**src/rtl/load_store_unit.sv**
```systemverilog
// Load/store bridge between the core's LS stage and a word-addressed RAM.
// Checks alignment/range, turns sub-word stores into read-modify-write, extends load data.
module load_store_unit #(
    parameter int unsigned DEPTH_WORDS = 1024
) (
    input  logic        clk,
    input  logic        reset,
    input  logic        req_valid,
    output logic        req_ready,
    input  logic        req_write,
    input  logic [1:0]  req_size,
    input  logic        req_signed,
    input  logic [31:0] req_addr,
    input  logic [31:0] req_wdata,
    output logic        resp_valid,
    input  logic        resp_ready,
    output logic [31:0] resp_rdata,
    output logic        resp_error,
    output logic [31:0] mem_addr,
    output logic [31:0] mem_wdata,
    output logic        mem_read_enable,
    output logic        mem_write_enable,
    input  logic [31:0] mem_rdata
);

    typedef enum logic [1:0] {IDLE, READ, WRITE, RESP} state_t;

    state_t      state_q, state_d;
    logic        r_write, r_signed;
    logic [1:0]  r_size;
    logic [31:0] r_addr, r_wdata;
    logic [31:0] word_q, rdata_q;
    logic        error_q;

    logic        req_bad;
    logic [4:0]  lane_shift;
    logic [31:0] shifted, load_value, lane_mask, lane_data, merged_word;

    always_comb begin
        req_bad = 1'b0;
        if (req_size == 2'b11)                              req_bad = 1'b1;
        if (req_size == 2'b01 && req_addr[0])               req_bad = 1'b1;
        if (req_size == 2'b10 && req_addr[1:0] != 2'b00)    req_bad = 1'b1;
        if ({2'b00, req_addr[31:2]} >= 32'(DEPTH_WORDS))    req_bad = 1'b1;
    end

    // Lane position comes from the registered byte offset; halfwords are aligned so addr[0]=0.
    assign lane_shift = {r_addr[1:0], 3'b000};
    assign shifted    = mem_rdata >> lane_shift;

    always_comb begin
        load_value = mem_rdata;
        case (r_size)
            2'b00:   load_value = {{24{r_signed & shifted[7]}},  shifted[7:0]};
            2'b01:   load_value = {{16{r_signed & shifted[15]}}, shifted[15:0]};
            default: load_value = mem_rdata;
        endcase
    end

    always_comb begin
        lane_mask = (r_size == 2'b00) ? 32'h0000_00FF : 32'h0000_FFFF;
        lane_data = r_wdata & lane_mask;
        merged_word = (word_q & ~(lane_mask << lane_shift)) | (lane_data << lane_shift);
    end

    assign mem_addr  = {2'b00, r_addr[31:2]};
    assign mem_wdata = (r_size == 2'b10) ? r_wdata : merged_word;

    always_ff @(posedge clk) begin
        if (reset) begin
            state_q  <= IDLE;
            r_write  <= 1'b0;
            r_signed <= 1'b0;
            r_size   <= '0;
            r_addr   <= '0;
            r_wdata  <= '0;
            word_q   <= '0;
            rdata_q  <= '0;
            error_q  <= 1'b0;
        end else begin
            state_q <= state_d;
            case (state_q)
                IDLE: begin
                    if (req_valid) begin
                        r_write  <= req_write;
                        r_signed <= req_signed;
                        r_size   <= req_size;
                        r_addr   <= req_addr;
                        r_wdata  <= req_wdata;
                        rdata_q  <= '0;
                        error_q  <= req_bad;
                    end
                end
                READ: begin
                    word_q <= mem_rdata;
                    if (!r_write) rdata_q <= load_value;
                end
                default: ;
            endcase
        end
    end

    always_comb begin
        state_d          = state_q;
        req_ready        = 1'b0;
        resp_valid       = 1'b0;
        mem_read_enable  = 1'b0;
        mem_write_enable = 1'b0;
        case (state_q)
            IDLE: begin
                req_ready = 1'b1;
                if (req_valid) begin
                    if (req_bad)                             state_d = RESP;
                    else if (req_write && req_size == 2'b10) state_d = WRITE;
                    else                                     state_d = READ;
                end
            end
            READ: begin
                mem_read_enable = 1'b1;
                state_d = r_write ? WRITE : RESP;
            end
            WRITE: begin
                mem_write_enable = 1'b1;
                state_d = RESP;
            end
            RESP: begin
                resp_valid = 1'b1;
                if (resp_ready) state_d = IDLE;
            end
            default: state_d = IDLE;
        endcase
    end

    assign resp_rdata = rdata_q;
    assign resp_error = error_q;

endmodule

```
**config.mk**
```make
export PLATFORM = sky130hd
export DESIGN_NAME = load_store_unit
export DESIGN_NICKNAME = d
export VERILOG_FILES = /design/src/rtl/load_store_unit.sv
export SDC_FILE = /design/constraint.sdc
export NUM_CORES = 1
export LEC_CHECK = 0
export ABC_AREA = 1
export ABC_CLOCK_PERIOD_IN_PS = 2400
export CAP_MARGIN = 5
export CORE_ASPECT_RATIO = 1.75
export CORE_MARGIN = 4
export CORE_UTILIZATION = 33
export DETAILED_ROUTE_END_ITERATION = 10
export GPL_ROUTABILITY_DRIVEN = 0
export PLACE_DENSITY = 0.63
export RECOVER_POWER = 50
export REMOVE_ABC_BUFFERS = 1
export SLEW_MARGIN = 20
export SYNTH_ARGS = -nofsm -noshare
export SYNTH_HDL_FRONTEND = slang
export SYNTH_SLANG_ARGS = --single-unit
```
**constraint.sdc**
```tcl
create_clock -name clk -period 2.4 [get_ports clk]
set_clock_uncertainty 0.15 [all_clocks]
set_input_delay 0.36 -clock clk [delete_from_list [all_inputs] [get_ports clk]]
set_output_delay 0.36 -clock clk [all_outputs]
set_load 0.05 [all_outputs]
```
# Word level (Yosys, flattened, before mapping)
# Index checks and enable logic that the tools add are counted.
# Widths: inputs -> output; s select.
[totals] memories=0 out_inout_bits=101 reg_bits=135 latchBits=0 ramBits=0 mem_bits_ro=0 wordCells=60
[op_classes] mul=0 addsub=0 muxes=20 div_mod_pow=0 n_eq_ne=11 shift=3 bitwise=6 n_lt_le_gt_ge=1 n_reduce_logical=10
[op_table] operator="$pmux 32 s2" n=2
[op_table] operator="$mux 32" n=3
[op_table] operator="$and 32x16->32" n=1
[op_table] operator="$and 32x32->32" n=1
[op_table] operator="$not 32->32" n=1
[op_table] operator="$or 32x32->32" n=1
[op_table] operator="$shl 16x5->32" n=1
[op_table] operator="$shl 32x5->32" n=1
[op_table] operator="$shr 32x5->16" n=1
[op_table] operator="$ge 30x11->1 const B" n=1
[op_table] operator="$mux 16" n=1
[op_table] operator="$eq 2x2->1 const B" n=5
[op_table] operator="$mux 1" n=9
[op_table] operator="$mux 2" n=4
[op_table] operator="$pmux 2 s4" n=1
[op_table] operator="$eq 2x1->1 const B" n=3
[op_table] operator="$ne 2x2->1 const B" n=3
[op_table] operator="$logic_not 2->1" n=2
[op_table] operator="$reduce_and 2->1" n=2
[op_table] operator="$reduce_bool 2->1" n=2
[op_table] operator="$logic_and 1x1->1" n=3
[op_table] operator="$reduce_and 3->1" n=1
[op_table] operator="$and 1x1->1" n=2

# Longest topological paths before layout
[logic_depth] word_depth=8 depth_mapped=12 ltp_nobuf=10

# Worst setup path before layout
# Ideal clock, no wire load.
[synth_timing] path_type="reg2out" start="register r_addr[0]" end="output mem_wdata[29]" slack_ns=-0.237 n_path_buf=2 t_arrival_ns=2.127 stages_incl_launch_ff=7 path_cell_list="dfxtp_1 inv_2 buf_4 a21oi_2 buf_4 o21ai_0 o21ai_0"
[synth_via] elab_chain_len=5 word_cells_on_any_way=6 classes_between="shift (2); mux (1); bitwise (3)"
[synth_rtl] item="start, declared" line_no="31" text="logic [31:0] r_addr, r_wdata;"
[synth_rtl] item="start signal, assigned" line_no="88" text="r_addr <= req_addr;"
[synth_rtl] item="$shl 16x5->32" line_no="63" text="merged_word = (word_q & ~(lane_mask << lane_shift)) | (lane_data << lane_shift);"
[synth_rtl] item="$not 32->32" line_no="63"
[synth_rtl] item="$and 32x32->32" line_no="63"
[synth_rtl] item="$or 32x32->32 *" line_no="63"
[synth_rtl] item="$mux 32 *" line_no="67" text="assign mem_wdata = (r_size == 2'b10) ? r_wdata : merged_word;"
[synth_rtl] item="end, declared" line_no="20" text="output logic [31:0] mem_wdata,"
# Every way passes the cells marked *; elsewhere a longest branch is shown, timed or not.

# Worst setup path after layout
[layout_timing] start="register r_addr[0]" end="output mem_wdata[3]"
# Same word-level chain as after synthesis.

==> results.md <==
- Status: finished, final reports clean
- Hold WC Path Type: flop to flop
- Post-route ant nets: 0
- Clock tree root driver cell: clkbuf_16
- Largest family of logic cells by synthesized area: simple AND/OR/NAND/NOR gates
- Post-Synth XOR/XNOR Area: 0%
- RSZ-0062 raised after global routing: yes
- Hold Path Sink: resp_rdata[2]
- Post-Synth Adder-Cell Area: 0.7576%
- Critical path origin: r_addr[0]
- Die W: 115.0 um
- Vias: 6681
- Placed insts: 1361
- CTS Buf Count: 17
- Core area: 19740 um2
- Row count: 68
- Grt ovf: 0
- Final nets: 1245
- YS warnings: 0
- Synth async-reset ratio: 0%
- WP data arrival: 1.85 ns
- Worst setup EP type: output port
- Max-Cap Viols: 0
- Static leakage: 3.876 nW
- Startpoint Class: flop
- Sink Count: 135
- Worst skew pair latency: 0.41 ns
- Die height: 195.2 um
- WS Path Type: flop to output port
- HPWL Detailed: 16.56 mm
- Filler cells: 1997
- R2r startpoint: state_q[0]
- R2R cell count: 7
- Worst EP required: 1.89 ns
- Most area-hungry cell type in the Yosys netlist: dfxtp_1
- Largest net degree at the start of global routing: 61
- Peak supply drop: 0.0006405 V
- Setup-violating endpoint count in the final report: 0
- Compound-Gate Fraction of Synth Area: 21.97%
- Hold Fails Final Rpt: 0
- Hold Path Origin: resp_rdata[2]
- Clock slew at reported path FFs: 0.07 ns
- Crit-path max FO: 19
- WL final: 22.10 mm
- Simple-Gate Fraction of Synth Area: 25.76%
- Remaining DRCs: 0
- Worst hold path depth: 2
- Unique masters post-synth: 29
- #FFs+latches synth: 135
- Die area: 22440 um2
- First-pass GRT wire length: 34.38 mm
- WHS: 0.3148 ns
- Pwr/cell area: 1522 nW/um2
- CTS H-tree lvls: 4
- Top area cells in the synthesized netlist: dfxtp_1 (41%), o21ai_0 (13%), nor2_1 (12%), nand2_1 (9.9%), a21oi_1 (8.0%)
- Total GRT Usage: 19.43%
- Number of flops mapped to enable cells by yosys: 0
- Via/cell ratio: 4.786
- Max Slew Vio Count: 0
- Layout Cells excl Fill: 1396
- Min Tclk post-route: 2.358 ns
- Most frequent cell after synthesis: nor2_1
- Drt first pass iters: 5
- P&R area growth vs syn: 46.74%
- Mean area per synthesized cell: 6.748 um2
- Post-Syn Area: 6606 um2
- CTS Hold Bufs: 0
- R2r setup slk: 0.24 ns
- End of the worst register-to-register path: resp_error
- Mux share of post-synthesis cell area: 0%
- DR WL/cell: 15.83 um
- CTS Buffer Depth: 2
- Ratio of cells with drive above 1 in the final layout: 11.74%
- CTS tree: built
- I/O Buffers: 202
- Total power: 14.75 mW
- Synth Instances: 979
- Initial DRC Count: 295
- Starting density of the core: 33.47%
- Fmax: 424.1 MHz
- Worst Tran Pin Value: 0.6860 ns
- Primary FF master, synth: dfxtp_1
- Commonest cells in the netlist: nor2_1 (209), nand2_1 (174), o21ai_0 (167), dfxtp_1 (135), a21oi_1 (106)
- Num ports: 205
- Initial antenna violation count: 1
- Slew HR: 54.27%
- Tcrit/Tclk final: 98.25%
- Register area share after synthesis: 40.91%
- Post-synth top area share: 40.91%
- Vias in the first global route: 6411
logic make-up (layout without fill, tap and decap cells):
group,Yosys count,in the layout
fa+ha+maj,4,4
buf+inv,132,302
compound gates,286,286
other cells,1,3
flops,135,135
simple gates,421,421
critical path, stage by stage (launching register included):
cell	delay (ns)
dfxtp_4	0.37
inv_2	0.12
buf_6	0.19
nand2_2	0.12
nand2_8	0.15
nor2_1	0.05
a21oi_1	0.23
buf_12	0.18
final cells by class:
type / instances / area, um2 / share of cell area, %
clock inverters: 14 / 186.4 / 1.923
multi-input cells: 713 / 3297 / 34.01
flip-flops and latches: 135 / 2713 / 27.98
well taps: 245 / 306.5 / 3.162
inverters: 41 / 161.4 / 1.665
clock buffers: 18 / 429.2 / 4.427
diodes: 1 / 2.502 / 0.02581
repair buffers: 229 / 2599 / 26.81
registers in the layout (all words and copies together) (netlist names):
name	flops
r_addr	32
r_write	1
resp_rdata	32
resp_error	1
r_signed	1
state_q	2
r_wdata	32
r_size	2
word_q	32
where the power goes:
part | leakage (nW) | internal (mW) | switching, mW
clock network | 0.295 | 1.67 | 1.11
registers | 1.11 | 2.95 | 0.438
logic | 2.47 | 3.19 | 5.41
total | 3.88 | 7.80 | 6.95
stage by stage:
step                      instance area [um2]  utilization (%)  setup WS (ns)  setup TNS, ns
after floorplan                          6070                -         -1.428        -107.75
after global placement                   8966            45.42         0.2335              0
after detailed placement                 8966            45.42         0.1958              0
after CTS                                9657            48.92      -0.005846      -0.005846
after global routing                     9694            49.11       -0.04891        -0.2166
final                                    9694            49.11        0.04191              0
metal layers:
| metal | routed length [um] | GRT usage (%) | vias to the layer above | part of all wire (%) |
|---|---|---|---|---|
| met5 | 0 | 0 | - | 0 |
| met4 | 613 | 7.572 | 0 | 2.8 |
| met3 | 1080 | 4.310 | 31 | 4.9 |
| met2 | 11680 | 35.07 | 168 | 53 |
| met1 | 8728 | 21.68 | 3011 | 39 |
| li1 | - | - | 3471 | - |
layout by cell type, fill, tap and decap left out, drive strengths merged:
cell | synthesis | final
nand2 | 179 | 179
diode | 0 | 1
inv | 41 | 48
clkinv | 0 | 2
o21ai | 176 | 176
o22ai | 1 | 1
ha | 4 | 4
bufinv | 0 | 3
clkinvlp | 0 | 2
clkbuf | 34 | 23
buf | 57 | 57
clkdlybuf4s50 | 0 | 166
a21oi | 109 | 109
dfxtp | 135 | 135
nor3b | 1 | 1
or2 | 1 | 1
dlygate4sd3 | 0 | 1
and2 | 1 | 1
nor2 | 215 | 215
nand3 | 24 | 24
conb | 1 | 2
what timing repair did:
action | CTS | global route
resized for setup | 33 | 25
buffers inserted | 1 | 1
pin swaps | 1 | 7
hold endpoints to repair | 0 | 0
endpoints found under the setup margin | 32 | 33
worst max path at each step:
| stage | endpoint | depth (start not counted) |
|---|---|---|
| 4_1_cts | mem_wdata[23] | 8 |
| 3_3_place_gp | mem_wdata[30] | 6 |
| 2_1_floorplan | resp_rdata[23] | 8 |
| 6_report | mem_wdata[3] | 7 |
| 3_5_place_dp | mem_wdata[30] | 6 |
| 5_1_grt | mem_wdata[6] | 7 |
Power figures use the tool's default switching activity.
==> patch 1: new RTL, same settings <==
The 4 states of `state_t` get a Gray code encoding in 2 bits.
--- a/src/rtl/load_store_unit.sv
+++ b/src/rtl/load_store_unit.sv
@@ -23,7 +23,7 @@
     input  logic [31:0] mem_rdata
 );
 
-    typedef enum logic [1:0] {IDLE, READ, WRITE, RESP} state_t;
+    typedef enum logic [1:0] {IDLE = 2'b00, READ = 2'b01, WRITE = 2'b11, RESP = 2'b10} state_t;
 
     state_t      state_q, state_d;
     logic        r_write, r_signed;
Formal check against the unedited RTL: same outputs for any inputs over 4 cycles, from zero or initial values and one cycle with reset high; so few cycles prove little.
==> patch 1 against the original RTL <==
- final area up 1.6%
- fmax down 1.0%
- global-route usage up 0.74 points
- wire length up 3.2%
- sequential cell count unchanged
- synthesized area about the same
- setup slack worse by 0.024 ns
- largest cell class unchanged
- hold slack better by 0.00087 ns
Power is not compared: it rests on default switching activity, and its combinational part moved more than twofold at a synthesized area within 25%.
==> patch 1: results (changes against the original RTL) <==
STATUS='finished, final reports clean'
MAX_STAGE_DELAY_NS=0.34  # -0.03 ns
GRT_USE_MET2_PCT=35.6  # +0.52 points
ANTENNADIODECOUNT=0  # -1
VIAS_PER_CELL=4.87  # +1.8%
POSTCTSSETUPBUFFERS=5  # +4
SYNTH_TOP_CELLS_BY_AREA='dfxtp_1 41%, o21ai_0 12%, nor2_1 12%, nand2_1 11%, a21oi_1 6.2%'
SYNTH_XOR_AREA_SHARE_PCT=0  # unchanged
FINISH.CELL_COUNT_WITHOUT_FILLERS=1400  # +0.29%
CTS_REPAIR_RESIZE_COUNT=43  # +30%
DP.FINAL_HPWL_UM=16500  # -0.12%
CRITPATHMAXFANOUT=11  # -8
FINAL-SEQ-AREA_UM2=2710  # -0.18%
SYNTH_SEQUENTIAL_AREA_RATIO_PCT=40.9  # about the same
YOSYS-TOP-CELLS-COUNT='208 x nor2_1, 190 x nand2_1, 157 x o21ai_0'
NONCLKBUFAREAFRAC_PCT=27.3  # +0.48 points
PLACED_STANDARD_CELL_AREA_UM2=8980  # +0.20%
USE_MET3_PCT=3.97  # -0.34 points
FIRST_GLOBAL_VIAS=6547  # +2.1%
DR_WL_MET2_UM=12100  # +3.4%
MULTI_INPUT_AREA_SHARE_PCT=34.2  # +0.19 points
CLK_BUFFERS=20  # +2
COMB.MULTI_INPUT.COUNT=715  # +0.28%
ANTENNA_FOUND_INITIAL=0  # -1
SYNTH.AREA.MUX_SHARE_PCT=0  # unchanged
GRT_UTIL_MET1_PCT=23.3  # +1.7 points
NFILLCELLS=1972  # -1.3%
PRE_CTS_WS_NS=0.191  # -0.00524 ns
NUMBER_OF_NON_CLOCK_INVERTERS_IN_THE_LAYOUT=42  # +2.4%
GRT_PASS1_WL_UM=35700  # +3.9%
SYNTHDISTINCTLIBCELLS=25  # -14%
NETLIST_INSTANCES=983  # +0.41%
ROUTE.DETAILED.WL_PER_INST_UM=16.3  # +2.9%
DETAILEDROUTE.FIRSTITERATIONVIOLATIONS=379  # +28%
CRIT_PATH_TOP_DELAY_CELL='dfxtp_2'
WL_MET1_UM=8820  # +1.0%
GRT_MAX_DEGREE=74  # +21%
NON_CLOCK_BUFFER_COUNT=231  # +0.87%
DESIGN.FINAL.NETS=1246  # +0.080%
HIGHEST_LAYER='met4'
DRIVE_ABOVE_1_SHARE_PCT=14.5  # +2.8 points
AREA.SHARE.SEQUENTIAL_PCT=27.5  # -0.48 points
ROUTED-WL-MET3_UM=1060  # -2.1%
SYNTHESIZED_AREA_FRACTION_OCCUPIED_BY_AO_OA_AOI_AND_OAI_CELLS_PCT=20.4  # -1.6 points
LAYOUT.CLOCK.CELL_AREA_SHARE_PCT=6.23  # -0.12 points
WORST_PIN_SLEW_NS=0.820  # +0.134 ns
GR-USAGE-ALL-LAYERS_PCT=20.2  # +0.74 points
SEQUENTIAL_CELL_TOTAL=135  # unchanged
patch 1: changes by cell type in the layout (fill, tap and decap cells not counted), moves of 5 or more:
cell / delta
o21ai_0: -12
a21oi_2: +10
o21ai_2: +5
nand2_2: +16
nand2_1: +10
a21oi_1: -29
nand3_1: +6
patch 1: final timing paths:
check | start | endpoint | slack (ns) | cells past startpoint
hold / removal | resp_rdata[11]$_SDFFE_PP0P_ | resp_rdata[11]$_SDFFE_PP0P_ | 0.32 | 2
setup reg to reg | state_q[1]$_SDFFE_PP0P_ | r_wdata[0]$_SDFFE_PP0P_ | 0.14 | 7
setup / recovery | r_size[1]$_SDFFE_PP0P_ | mem_wdata[13] | 0.02 | 8
hold reg to reg | resp_rdata[11]$_SDFFE_PP0P_ | resp_rdata[11]$_SDFFE_PP0P_ | 0.32 | 2
==> patch 2: new RTL, same settings <==
Made on the original files. Change the parameter `DEPTH_WORDS` from 1024 to 512.
--- a/src/rtl/load_store_unit.sv
+++ b/src/rtl/load_store_unit.sv
@@ -1,7 +1,7 @@
 // Load/store bridge between the core's LS stage and a word-addressed RAM.
 // Checks alignment/range, turns sub-word stores into read-modify-write, extends load data.
 module load_store_unit #(
-    parameter int unsigned DEPTH_WORDS = 1024
+    parameter int unsigned DEPTH_WORDS = 512
 ) (
     input  logic        clk,
     input  logic        reset,
Check against the original RTL: not equivalent (Yosys sat finds a counterexample within 4 cycles, from zero or initial values and one cycle with reset high).
==> patch 2 against the original RTL <==
- wire length increased by 0.11%
- critical path depth down 1
- synthesized area shrank 1.1%
- power decreased by 5.7%
- fmax rose by 1.5%
- final area is 2.1% lower
- setup slack better by 0.034 ns
- register-to-register slack gained 0.03 ns
- sequential cell count is the same
- global-route usage up 0.58 points
- count of clock-buffer cells in the layout up 3
- largest power group unchanged
==> patch 2: results (changes against the original RTL) <==
STATUS='finished, final reports clean'
SYNTHESIZED_AREA_FRACTION_OCCUPIED_BY_AO_OA_AOI_AND_OAI_CELLS_PCT=23.7  # +1.8 points
IR_DROP_mV=0.738  # +15%
SYNTHDISTINCTLIBCELLS=28  # -3.4%
VIAS_PER_CELL=4.87  # +1.8%
DETAILEDROUTE.FIRSTITERATIONVIOLATIONS=349  # +18%
GR-USAGE-ALL-LAYERS_PCT=20.0  # +0.58 points
WORST_PIN_SLEW_NS=0.911  # +0.225 ns
CRITPATHMAXFANOUT=10  # -9
DP.FINAL_HPWL_UM=16800  # +1.5%
ROUTE.DETAILED.WL_PER_INST_UM=16.2  # +2.1%
POST-ROUTE-UTIL_PCT=49.2  # +0.12 points
SYNTHMOSTINSTANTIATEDCELL='nand2_1'
DESIGN.FINAL.NETS=1222  # -1.8%
WORSTREG2REGSTART='state_q[1]$_SDFFE_PP0P_'
POST_SYNTH.CELL_AREA_AVG_UM2=6.79  # +0.65%
SYNTH_SEQUENTIAL_AREA_RATIO_PCT=41.4  # +0.45 points
GRT_MAX_DEGREE=59  # -3.3%
CRITICAL_PATH.REG2REG.ENDPOINT='resp_rdata[13]$_SDFFE_PP0P_'
PLACEDCELLCOUNT=1336  # -1.8%
STATIC_LEAKAGE_nW=3.76  # -3.1%
GRT_USE_MET2_PCT=36.4  # +1.3 points
ROUTED_WL_UM=22100  # +0.11%
DRIVE_ABOVE_1_SHARE_PCT=11.4  # -0.38 points
TIMING.FMAX_MHz=430  # +1.5%
WORST_SETUP_PATH_ENDPOINT='mem_wdata[27]'
CP.ARRIVAL_NS=1.81  # -0.04 ns
FF2FF_PATH_DEPTH=10  # +3
CRIT_FAMILY='compound AO/OA/AOI/OAI gates'
==> patch 2: layer usage <==
metal  vias to the layer above  share of wire (%)
li1                       3415                  -
met1                      3005                 38
met2                       205                 53
met3                        44                4.9
met4                         0                4.4
met5                         -                  0
==> patch 2: report_power, final <==
group	switching, mW	total [mW]	internal, mW
logic	5.05	8.02	2.97
clock network	1.01	2.62	1.61
registers	0.383	3.27	2.89
==> patch 2: final cells by class <==
class	instances	area share, %
Timing Repair Buffer	225	26.6
Clock buffer	21	4.96
Multi-Input combinational cell	680	33.2
Tap cell	241	3.18
Inverter	55	2.23
Sequential cell	135	28.5
Antenna cell	1	0.0264
Clock inverter	11	1.30
==> patch 2: what timing repair did <==
action	in CTS	in global routing
gates resized for setup	24	18
hold endpoints to repair	0	0
pin swaps	2	4
setup endpoints to repair	30	34
==> patch 2: tightest hold or removal path: stages, from the launching register on <==
cell     delay [ns]
dfxtp_1        0.31
nand2_1        0.06
a21oi_1        0.05
